==> config.mk <==
export PLATFORM = sky130hd
export DESIGN_NAME = memory_access_flat
export DESIGN_NICKNAME = d
export VERILOG_FILES = /design/src/rtl/memory_access_pkg.sv /design/src/rtl/memory_access_if.sv /design/src/rtl/memory_access_load_align.sv /design/src/rtl/memory_access.sv /design/src/flat_wrapper.sv
export SDC_FILE = /design/constraint.sdc
export NUM_CORES = 1
export LEC_CHECK = 0
export CORE_AREA = 2 2 140 142
export DETAILED_ROUTE_END_ITERATION = 10
export DIE_AREA = 0 0 142 144
export PLACE_DENSITY = 0.64
export SYNTH_ARGS = -nofsm -noshare
export SYNTH_HDL_FRONTEND = slang
export SYNTH_SLANG_ARGS = --single-unit
==> constraint.sdc <==
create_clock -name clk -period 5.07 [get_ports clk]
set_clock_uncertainty 0.1 [all_clocks]
set_input_delay 1.014 -clock clk [delete_from_list [all_inputs] [get_ports clk]]
set_output_delay 1.014 -clock clk [all_outputs]
set_load 0.005 [all_outputs]
==> src/rtl/memory_access_pkg.sv <==
// Shared constants and types for the pipeline MEM stage: opcodes, funct3
// widths, the bubble instruction and the request FSM state encoding.
package memory_access_pkg;

  localparam logic [6:0]  OPCODE_LOAD  = 7'b0000011;
  localparam logic [6:0]  OPCODE_STORE = 7'b0100011;

  localparam logic [2:0]  F3_B  = 3'b000;
  localparam logic [2:0]  F3_H  = 3'b001;
  localparam logic [2:0]  F3_W  = 3'b010;
  localparam logic [2:0]  F3_BU = 3'b100;
  localparam logic [2:0]  F3_HU = 3'b101;

  localparam logic [31:0] NOP_INSTR = 32'h0000_0013;

  typedef enum logic {IDLE, WAIT} mem_state_t;

  typedef enum logic [1:0] {SZ_B, SZ_H, SZ_W} mem_size_t;

  // Unsigned variants only exist for loads; any other code is a word access.
  function automatic mem_size_t access_size(input logic is_load, input logic [2:0] f3);
    mem_size_t sz;
    sz = SZ_W;
    if (f3 == F3_B || (is_load && f3 == F3_BU)) begin
      sz = SZ_B;
    end else if (f3 == F3_H || (is_load && f3 == F3_HU)) begin
      sz = SZ_H;
    end
    return sz;
  endfunction

endpackage

==> src/rtl/memory_access_if.sv <==
// Data-memory request/acknowledge port between the MEM stage (master) and
// the data memory (slave).
interface memory_access_if;
  logic        req;
  logic        we;
  logic [31:0] addr;
  logic [31:0] wdata;
  logic [3:0]  be;
  logic        ack;
  logic [31:0] rdata;

  modport master (output req, we, addr, wdata, be, input ack, rdata);
  modport slave  (input req, we, addr, wdata, be, output ack, rdata);
endinterface

==> src/rtl/memory_access_load_align.sv <==
// Picks the addressed byte/halfword out of a loaded word and sign- or
// zero-extends it according to funct3. Purely combinational.
module memory_access_load_align
  import memory_access_pkg::*;
(
  input  logic [2:0]  funct3,
  input  logic [1:0]  addr_lo,
  input  logic [31:0] rdata,
  output logic [31:0] data
);

  logic [7:0]  byte_v;
  logic [15:0] half_v;

  always_comb begin
    byte_v = rdata[7:0];
    unique case (addr_lo)
      2'd0: byte_v = rdata[7:0];
      2'd1: byte_v = rdata[15:8];
      2'd2: byte_v = rdata[23:16];
      2'd3: byte_v = rdata[31:24];
      default: byte_v = rdata[7:0];
    endcase
    half_v = addr_lo[1] ? rdata[31:16] : rdata[15:0];
  end

  always_comb begin
    data = rdata;
    unique case (funct3)
      F3_B:    data = {{24{byte_v[7]}}, byte_v};
      F3_BU:   data = {24'd0, byte_v};
      F3_H:    data = {{16{half_v[15]}}, half_v};
      F3_HU:   data = {16'd0, half_v};
      default: data = rdata;
    endcase
  end

endmodule

==> src/rtl/memory_access.sv <==
// Pipeline MEM stage: issues loads/stores over a req/ack port, stalls while an
// access is outstanding and registers writeback values. MEM_TIMEOUT_EN adds a
// WAIT-state timeout that aborts the access and pulses bus_error_wb.
module memory_access
  import memory_access_pkg::*;
#(
  parameter int          XLEN           = 32,
  parameter logic [31:0] NOP_INSTR      = 32'h0000_0013,
  parameter int          TIMEOUT_CYCLES = 16
) (
  input  logic            clk,
  input  logic            rst,
  input  logic [XLEN-1:0] pc_mem,
  input  logic [XLEN-1:0] alu_mem,
  input  logic [XLEN-1:0] rs2_mem,
  input  logic [31:0]     instr_mem,
  memory_access_if.master dmem,
  output logic            stall,
  output logic [XLEN-1:0] pc_wb,
  output logic [31:0]     instr_wb,
  output logic [XLEN-1:0] rd_data_wb,
  output logic            misaligned_wb,
  output logic [XLEN-1:0] forward_mem
`ifdef MEM_TIMEOUT_EN
  ,
  output logic            bus_error_wb
`endif
);

  logic [6:0]  opcode;
  logic [2:0]  funct3;
  logic [1:0]  addr_lo;
  logic        is_load;
  logic        is_store;
  logic        is_mem;
  logic        misaligned;
  logic        aligned_op;
  mem_size_t   size;
  logic [31:0] load_data;

  assign opcode   = instr_mem[6:0];
  assign funct3   = instr_mem[14:12];
  assign addr_lo  = alu_mem[1:0];
  assign is_load  = (opcode == OPCODE_LOAD);
  assign is_store = (opcode == OPCODE_STORE);
  assign is_mem   = is_load | is_store;
  assign size     = access_size(is_load, funct3);

  always_comb begin
    misaligned = 1'b0;
    unique case (size)
      SZ_H:    misaligned = addr_lo[0];
      SZ_W:    misaligned = (addr_lo != 2'b00);
      default: misaligned = 1'b0;
    endcase
    misaligned = misaligned & is_mem;
  end

  assign aligned_op = is_mem & ~misaligned;

  // Store lane steering; loads always read the full word.
  always_comb begin
    dmem.addr  = {alu_mem[31:2], 2'b00};
    dmem.we    = is_store;
    dmem.be    = 4'b1111;
    dmem.wdata = rs2_mem;
    if (is_store) begin
      unique case (size)
        SZ_B: begin
          dmem.be    = 4'b0001 << addr_lo;
          dmem.wdata = {4{rs2_mem[7:0]}};
        end
        SZ_H: begin
          dmem.be    = 4'b0011 << addr_lo;
          dmem.wdata = {2{rs2_mem[15:0]}};
        end
        default: begin
          dmem.be    = 4'b1111;
          dmem.wdata = rs2_mem;
        end
      endcase
    end
  end

  memory_access_load_align u_load_align (
    .funct3  (funct3),
    .addr_lo (addr_lo),
    .rdata   (dmem.rdata),
    .data    (load_data)
  );

  mem_state_t state_q, state_d;
  logic       req_c;
  logic       timeout_hit;

`ifdef MEM_TIMEOUT_EN
  localparam int CNT_W = $clog2(TIMEOUT_CYCLES + 1);
  logic [CNT_W-1:0] cnt_q, cnt_d;
`endif

  always_comb begin
    state_d     = state_q;
    req_c       = 1'b0;
    timeout_hit = 1'b0;
`ifdef MEM_TIMEOUT_EN
    cnt_d       = cnt_q;
`endif
    unique case (state_q)
      IDLE: begin
        if (aligned_op) begin
          req_c = 1'b1;
          if (!dmem.ack) begin
            state_d = WAIT;
`ifdef MEM_TIMEOUT_EN
            cnt_d   = '0;
`endif
          end
        end
      end
      WAIT: begin
`ifdef MEM_TIMEOUT_EN
        // The request is dropped in the abort cycle, so a late ack is ignored.
        if (cnt_q == CNT_W'(TIMEOUT_CYCLES)) begin
          timeout_hit = 1'b1;
          state_d     = IDLE;
        end else begin
          req_c = 1'b1;
          if (dmem.ack) state_d = IDLE;
          else          cnt_d   = cnt_q + 1'b1;
        end
`else
        req_c = 1'b1;
        if (dmem.ack) state_d = IDLE;
`endif
      end
      default: state_d = IDLE;
    endcase
    if (rst) req_c = 1'b0;
  end

  assign dmem.req = req_c;
  assign stall    = req_c & ~dmem.ack;

  logic [XLEN-1:0] pc_wb_q, pc_wb_d;
  logic [31:0]     instr_wb_q, instr_wb_d;
  logic [XLEN-1:0] rd_data_wb_q, rd_data_wb_d;
  logic            misaligned_wb_q, misaligned_wb_d;
  logic            bus_error_wb_d;

  always_comb begin
    pc_wb_d         = pc_wb_q;
    instr_wb_d      = NOP_INSTR;
    rd_data_wb_d    = rd_data_wb_q;
    misaligned_wb_d = 1'b0;
    bus_error_wb_d  = 1'b0;
    if (misaligned) begin
      pc_wb_d         = pc_mem;
      misaligned_wb_d = 1'b1;
    end else if (stall) begin
      pc_wb_d = pc_wb_q;
    end else if (timeout_hit) begin
      bus_error_wb_d = 1'b1;
    end else begin
      pc_wb_d      = pc_mem;
      instr_wb_d   = instr_mem;
      rd_data_wb_d = is_load ? load_data : alu_mem;
    end
  end

  always_ff @(posedge clk) begin
    if (rst) begin
      state_q         <= IDLE;
      pc_wb_q         <= '0;
      instr_wb_q      <= NOP_INSTR;
      rd_data_wb_q    <= '0;
      misaligned_wb_q <= 1'b0;
    end else begin
      state_q         <= state_d;
      pc_wb_q         <= pc_wb_d;
      instr_wb_q      <= instr_wb_d;
      rd_data_wb_q    <= rd_data_wb_d;
      misaligned_wb_q <= misaligned_wb_d;
    end
  end

`ifdef MEM_TIMEOUT_EN
  logic bus_error_wb_q;

  always_ff @(posedge clk) begin
    if (rst) begin
      cnt_q          <= '0;
      bus_error_wb_q <= 1'b0;
    end else begin
      cnt_q          <= cnt_d;
      bus_error_wb_q <= bus_error_wb_d;
    end
  end

  assign bus_error_wb = bus_error_wb_q;
`else
  logic unused_timeout;
  assign unused_timeout = bus_error_wb_d;
`endif

  assign pc_wb         = pc_wb_q;
  assign instr_wb      = instr_wb_q;
  assign rd_data_wb    = rd_data_wb_q;
  assign misaligned_wb = misaligned_wb_q;
  assign forward_mem   = rd_data_wb_q;

endmodule
==> src/flat_wrapper.sv <==
// flat-port wrapper written by rule: the top's interface ports become plain ports
module memory_access_flat import memory_access_pkg::*;
#(
  parameter int          XLEN           = 32,
  parameter logic [31:0] NOP_INSTR      = 32'h0000_0013,
  parameter int          TIMEOUT_CYCLES = 16
)
  (clk, rst, pc_mem, alu_mem, rs2_mem, instr_mem, stall, pc_wb, instr_wb, rd_data_wb, misaligned_wb, forward_mem, dmem_req, dmem_we, dmem_addr, dmem_wdata, dmem_be, dmem_ack, dmem_rdata);
  memory_access_if dmem_i ();
  input  logic clk;
  input  logic rst;
  input  logic [XLEN-1:0] pc_mem;
  input  logic [XLEN-1:0] alu_mem;
  input  logic [XLEN-1:0] rs2_mem;
  input  logic [31:0] instr_mem;
  output logic stall;
  output logic [XLEN-1:0] pc_wb;
  output logic [31:0] instr_wb;
  output logic [XLEN-1:0] rd_data_wb;
  output logic misaligned_wb;
  output logic [XLEN-1:0] forward_mem;
  output wire logic [$bits(dmem_i.req)-1:0] dmem_req;
  output wire logic [$bits(dmem_i.we)-1:0] dmem_we;
  output wire logic [$bits(dmem_i.addr)-1:0] dmem_addr;
  output wire logic [$bits(dmem_i.wdata)-1:0] dmem_wdata;
  output wire logic [$bits(dmem_i.be)-1:0] dmem_be;
  input wire logic [$bits(dmem_i.ack)-1:0] dmem_ack;
  input wire logic [$bits(dmem_i.rdata)-1:0] dmem_rdata;
  assign dmem_req = dmem_i.req;
  assign dmem_we = dmem_i.we;
  assign dmem_addr = dmem_i.addr;
  assign dmem_wdata = dmem_i.wdata;
  assign dmem_be = dmem_i.be;
  assign dmem_i.ack = dmem_ack;
  assign dmem_i.rdata = dmem_rdata;
  memory_access #(.XLEN(XLEN), .NOP_INSTR(NOP_INSTR), .TIMEOUT_CYCLES(TIMEOUT_CYCLES)) u_core (.clk(clk), .rst(rst), .pc_mem(pc_mem), .alu_mem(alu_mem), .rs2_mem(rs2_mem), .instr_mem(instr_mem), .dmem(dmem_i), .stall(stall), .pc_wb(pc_wb), .instr_wb(instr_wb), .rd_data_wb(rd_data_wb), .misaligned_wb(misaligned_wb), .forward_mem(forward_mem));
endmodule
==> impl_metrics.toml, run 1 <==
[synthesis]
synth_edf_count = 0
ys_top_cells_by_area = "dfxtp_1 (39%), buf_4 (11%), mux2i_1 (8.5%)"
ys_warn_count = 0
yosysUniqueCellTypes = 49
ys_seq_area_frac = 0.395
synth_top_cells_by_count = "dfxtp_1 (98), nand2_1 (93), buf_4 (74), nor2_1 (46), mux2i_1 (42)"
syn_inst = 572
post-synth-top-area-cell = "dfxtp_1"
yosys_most_used_dff = "dfxtp_1"
synth_area_mm2 = 0.00497
avgSynthCellArea_um2 = 8.69
synth_seq_cells = 98
synth_top_area_frac = 0.395
async_flop_share = 0
synth.most_common_cell = "dfxtp_1"

[cells_and_area]
syn_to_final_growth_pct = 73.3
fin_util = 0.451
regArea_mm2 = 0.00196
num-fill-cells = 1877
multi_input_area_mm2 = 0.00230
fin_nets = 1014
drive_gt1_frac = 0.0584
n_antenna_cell = 0
stdcell_area_mm2 = 0.00861

[drt]
drt_iter0_drc = 188
ant_nets = 0
first_pass_iters = 4
drc = 0
viasPerCell = 4.58
routed_wl_um = 19400
vias = 5008
wl_per_cell_um = 17.7

[setup_path]
critPathArrivalTime_ns = 3.45
endpoint_kind = "output pin"
reg2reg_from = "u_core.state_q$_SDFF_PP0_"
path_max_fanout = 18
required_ns = 3.96
setup.worst_path.start = "instr_mem[1]"
crit_type = "input pin to output pin"
start_kind = "input pin"

[global_routing]
grt_pass1_vias = 4825
grt_pass1_wl_um = 27900
track_usage = 0.181
gr-total-overflow = 0
antenna_found_initial = 0
grt_max_degree = 35

[sta]
worstMarginPinSlew_ns = 0.980
fin_ws_ns = 0.501
hold_violations = 0
setup_viol = 0
finalSetupTns_ns = 0
grt_setup_unrepaired = "false"
period_minus_slack_ns = 4.57
max_slew_margin = 0.347
fmax_mhz = 219
period_share = 0.901
maxSlewViolCount = 0

[floorplanning]
die-height_um = 144
row_count = 51
initial_core_util = 0.260
die_x_um = 142
dieArea_mm2 = 0.0204
core-area_mm2 = 0.0191
pin_count = 363

[min_path]
hold_path_startpoint = "u_core.forward_mem[5]$_SDFFE_PP0P_"
worst_hold_path_type = "register to register"

[power_and_ir_drop]
p_per_area_mw_per_mm2 = 239
p_leak_uw = 0.00324
finalPower_uw = 2060
ir_worst_vdd_mv = 0.159

[clock_tree]
clockBufferDepth = 2
path_clk_slew_ns = 0.06
cts_tree = "yes"
ctsHtreeMaxLevel = 3
root_buffer = "clkbuf_16"
hold_buffers = 0
cts_buffers = 9
cts_resized = 0
clk-insertion-delay-late_ns = 0.35
postCtsSetupRepairBufs = 0
clkSinkCount = 98

[placed_design]
pre_cts_ws_ns = 0.519
place_area_mm2 = 0.00828
dp_hpwl_um = 15600
gp_congestion = 0.807
io_buffer_count = 360

[run_status]
status = "completed"

[flow_run]
maxCapViolCount = 0
worst paths after layout:
check	end	slack, ns	depth (start not counted)
worst min-delay path	u_core.forward_mem[5]$_SDFFE_PP0P_	0.37	2
worst min register to register	u_core.forward_mem[5]$_SDFFE_PP0P_	0.37	2
worst max register to register	u_core.pc_wb[27]$_SDFFE_PP0P_	3.20	5
worst max-delay path	dmem_wdata[25]	0.50	7
metrics by stage:
step / std cells / hold WS [ns]
after global placement: 1078 / 0.359
after floorplan: 573 / 0.355
after CTS: 1094 / 0.375
after detailed placement: 1078 / 0.364
after global routing: 1094 / 0.391
final: 1094 / 0.369
layer usage:
metal	global-route usage	up-vias	wire length, um	part of all wire
met4	0.0411	0	221	0.011
met3	0.0543	12	1690	0.087
met5	0	-	0	0
met2	0.315	252	9610	0.50
met1	0.221	2284	7870	0.41
li1	-	2460	-	-
layout make-up:
type,count,share of cell area
Inverter,6,0.00262
Clock buffer,9,0.0262
Tap cell,238,0.0346
Clock inverter,7,0.0123
Multi-Input combinational cell,363,0.267
Timing Repair Buffer,373,0.430
Sequential cell,98,0.228
power by group:
part / switching [uW] / internal [uW]
Combinational: 155 / 295
Sequential: 23.2 / 812
Clock: 329 / 444
Total: 507 / 1550
state kept, by name (all words and copies together) (netlist names):
signal / flops
u_core.forward_mem: 32
u_core.state_q: 1
u_core.misaligned_wb: 1
u_core.instr_wb: 32
u_core.pc_wb: 32
cells in the final DEF, fill, tap and decap left out, types with 3 or more instances in the layout:
cell type | netlist | layout
a21o_1 | 3 | 3
mux2i_1 | 42 | 42
a221o_1 | 3 | 3
o22ai_1 | 12 | 12
inv_6 | 0 | 4
o21ai_0 | 32 | 32
nand2_1 | 93 | 93
nor4_1 | 3 | 3
o21ai_1 | 12 | 12
and2_1 | 30 | 30
a311oi_1 | 4 | 4
a22o_1 | 8 | 8
o221ai_1 | 3 | 3
buf_4 | 74 | 13
nand2b_1 | 3 | 3
clkbuf_16 | 0 | 9
mux2_2 | 7 | 7
dfxtp_1 | 98 | 98
inv_1 | 6 | 6
nor3_1 | 9 | 8
clkdlybuf4s50_1 | 0 | 360
o2bb2ai_1 | 16 | 16
a221oi_1 | 3 | 3
nor2_1 | 46 | 46
a31oi_1 | 4 | 4
logic make-up (layout without fill, tap and decap cells):
kind of cell,count (synthesis),in the layout,synth area share
other,1,2,0.000755
buffers and inverters,112,395,0.150
AOI/OAI and AO/OA,113,113,0.164
muxes,50,50,0.105
DFF,98,98,0.395
and+or+nand+nor,198,198,0.185
worst max-delay path, cell delays in order:
cell and delay, ns:
clkdlybuf4s50_1 0.57, and4bb_2 0.29, nand3_1 0.20, or3_1 0.44
buf_4 0.23, o21ai_0 0.18, clkdlybuf4s50_1 0.53
Power figures use the tool's default switching activity.
==> run 2, diff against run 1 <==
Settings changed: CORE_AREA 2 2 140 142 to 2 2 139 141, DIE_AREA 0 0 142 144 to 0 0 141 143, PLACE_DENSITY 0.64 to 0.69, SYNTH_HIERARCHICAL set to 1.
Clock period 5.07 ns to 4.65 ns, I/O delays scaled along.
==> impl_metrics.toml, run 2 <==
[cells_and_area]
fin_nets = 1061
num-fill-cells = 1772
final_common_cell = "clkdlybuf4s50_1"
layout_common_cells = "clkdlybuf4s50_1 (358), dfxtp_1 (98), a21oi_1 (45), nand2_1 (37)"
drive_gt1_frac = 0.111
fin_util = 0.500
syn_to_final_growth_pct = 62.4

[sta]
finalSetupTns_ns = 0
hold_violations = 0
period_minus_slack_ns = 4.34
max_slew_margin = 0.286
fin_ws_ns = 0.311
grt_setup_unrepaired = "false"
worstMarginPinSlew_ns = 1.07
period_share = 0.933
setup_viol = 0
maxSlewViolCount = 0
fmax_mhz = 230

[synthesis]
avgSynthCellArea_um2 = 8.96
synth_top_area_frac = 0.343
ys_seq_area_frac = 0.343
yosysUniqueCellTypes = 50
yosys_most_used_dff = "dfxtp_1"
syn_inst = 638
synth_area_mm2 = 0.00572
synth_seq_cells = 98
synth_edf_count = 0
synth_top_cells_by_count = "dfxtp_1 (98), buf_4 (75), a21oi_1 (48), clkbuf_1 (41), nand2_1 (37)"
ys_warn_count = 6
post-synth-top-area-cell = "dfxtp_1"
synth.most_common_cell = "dfxtp_1"
ys_top_cells_by_area = "dfxtp_1 (34%), buf_4 (9.8%), a211oi_2 (6.6%)"
async_flop_share = 0

[setup_path]
path_delay_family = "simple AND/OR/NAND/NOR gates"
path_max_fanout = 8
crit_top_cell = "clkdlybuf4s50_1"
crit_type = "input pin to output pin"
required_ns = 3.62
endpoint_kind = "output pin"
critical-path-max-stage-delay_ns = 0.50
crit_slowest_cell = "clkdlybuf4s50_1"
start_kind = "input pin"
critPathArrivalTime_ns = 3.31
cp_cell_sequence = "clkdlybuf4s50_1 > nor4bb_2 > nand4_2 > nor2_4 > mux2_2 > clkdlybuf4s50_1"
crit_buf_inv = 2

[global_routing]
grt_max_degree = 41
grt_pass1_wl_um = 32900
antenna_found_initial = 1
track_usage = 0.212
grt_pass1_vias = 5560
gr-total-overflow = 0

[drt]
drt_iter0_drc = 296
ant_nets = 0
wl_per_cell_um = 19.6
routed_wl_um = 22300
first_pass_iters = 5
viasPerCell = 5.07
drc = 0
vias = 5764

[placed_design]
io_buffer_count = 360
pre_cts_ws_ns = 0.284
dp_hpwl_um = 16700
gp_congestion = 0.846

[clock_tree]
hold_buffers = 0
path_clk_slew_ns = 0.08
cts_resized = 0
clockBufferDepth = 2
postCtsSetupRepairBufs = 0
clk-insertion-delay-late_ns = 0.35
ctsHtreeMaxLevel = 3
clkSinkCount = 98
cts_buffers = 9
root_buffer = "clkbuf_16"
cts_tree = "yes"

[power_and_ir_drop]
ir_worst_vdd_mv = 0.178
p_leak_uw = 0.00367
p_per_area_mw_per_mm2 = 240

[floorplanning]
initial_core_util = 0.308
dieArea_mm2 = 0.0202
row_count = 50
die_x_um = 141
pin_count = 363
core-area_mm2 = 0.0186
die-height_um = 143

[flow_run]
maxCapViolCount = 0

[run_status]
status = "completed"

[min_path]
worst_hold_path_type = "register to register"
run 2: changes by cell type in the layout (fill, tap and decap cells not counted), moves of 15 or more:
cell       previous run  this run
nor2_1               46        10
o2bb2ai_1            16         0
o21ai_0              32         2
nand2_1              93        37
nor3_1                8        34
a21oi_1               2        45
o31ai_1               0        32
a211oi_2              0        30
a21o_1                3        18
nand4_1               0        34
run 2: logic make-up (layout without fill, tap and decap cells):
logic type | Yosys count | after routing | share of synthesized area
AO/OA/AOI/OAI | 174 | 174 | 0.242
buffers and inverters | 137 | 401 | 0.150
flip-flops | 98 | 98 | 0.343
multiplexers | 50 | 50 | 0.0932
other | 1 | 3 | 0.000656
AND/OR/NAND/NOR | 178 | 178 | 0.171
run 2: layer usage:
layer | global-route usage | part of all wire | up-vias
met5 | 0 | 0 | -
met4 | 0.0737 | 0.020 | 0
met3 | 0.0641 | 0.087 | 23
met2 | 0.353 | 0.49 | 269
met1 | 0.262 | 0.41 | 2671
li1 | - | - | 2801
run 2: cell type report:
| type | instances | area, um2 | share of cell area |
|---|---|---|---|
| well taps | 234 | 293 | 0.0315 |
| clock inverters | 6 | 55.1 | 0.00593 |
| multi-input cells | 404 | 2950 | 0.318 |
| repair buffers | 380 | 3760 | 0.405 |
| clock buffers | 10 | 239 | 0.0257 |
| flip-flops and latches | 98 | 1960 | 0.211 |
| inverters | 5 | 18.8 | 0.00202 |
| diodes | 1 | 2.50 | 0.000270 |
run 2: path summary, 6_finish.rpt:
path / startpoint / endpoint / slack (ns) / cells past startpoint
max: instr_mem[0] / dmem_wdata[9] / 0.31 / 6
min: u_core/pc_wb[25]$_SDFFE_PP0P_ / u_core/pc_wb[25]$_SDFFE_PP0P_ / 0.37 / 2
max reg2reg: u_core/state_q$_SDFF_PP0_ / u_core/forward_mem[0]$_SDFFE_PP0P_ / 2.76 / 4
min reg2reg: u_core/pc_wb[25]$_SDFFE_PP0P_ / u_core/pc_wb[25]$_SDFFE_PP0P_ / 0.37 / 2
run 2: per-stage QoR:
stage               power, uW  hold WS [ns]  cells  cell area (um2)
detailed placement       1490         0.359   1121             8980
CTS                      2250         0.368   1137             9280
global route             2330         0.379   1138             9280
floorplan                1150         0.363    639             5720
global placement         1490         0.352   1121             8980
finish                   2220         0.367   1138             9280
run 2: tightest hold or removal path, stage by stage (launching register included):
cell,delay (ns)
dfxtp_1,0.31
nand4_1,0.06
a21oi_1,0.05
run 2: power breakdown:
part	internal, uW	total, uW	switching (uW)
combinational	346	558	211
sequential	885	910	25.0
clock	390	756	366
total	1620	2220	603
==> run 3, diff against run 2 <==
Settings changed: CAP_MARGIN set to 20.
==> results of run 3 <==
Same layout as run 2: the final DEF is identical, and so are final timing and power.
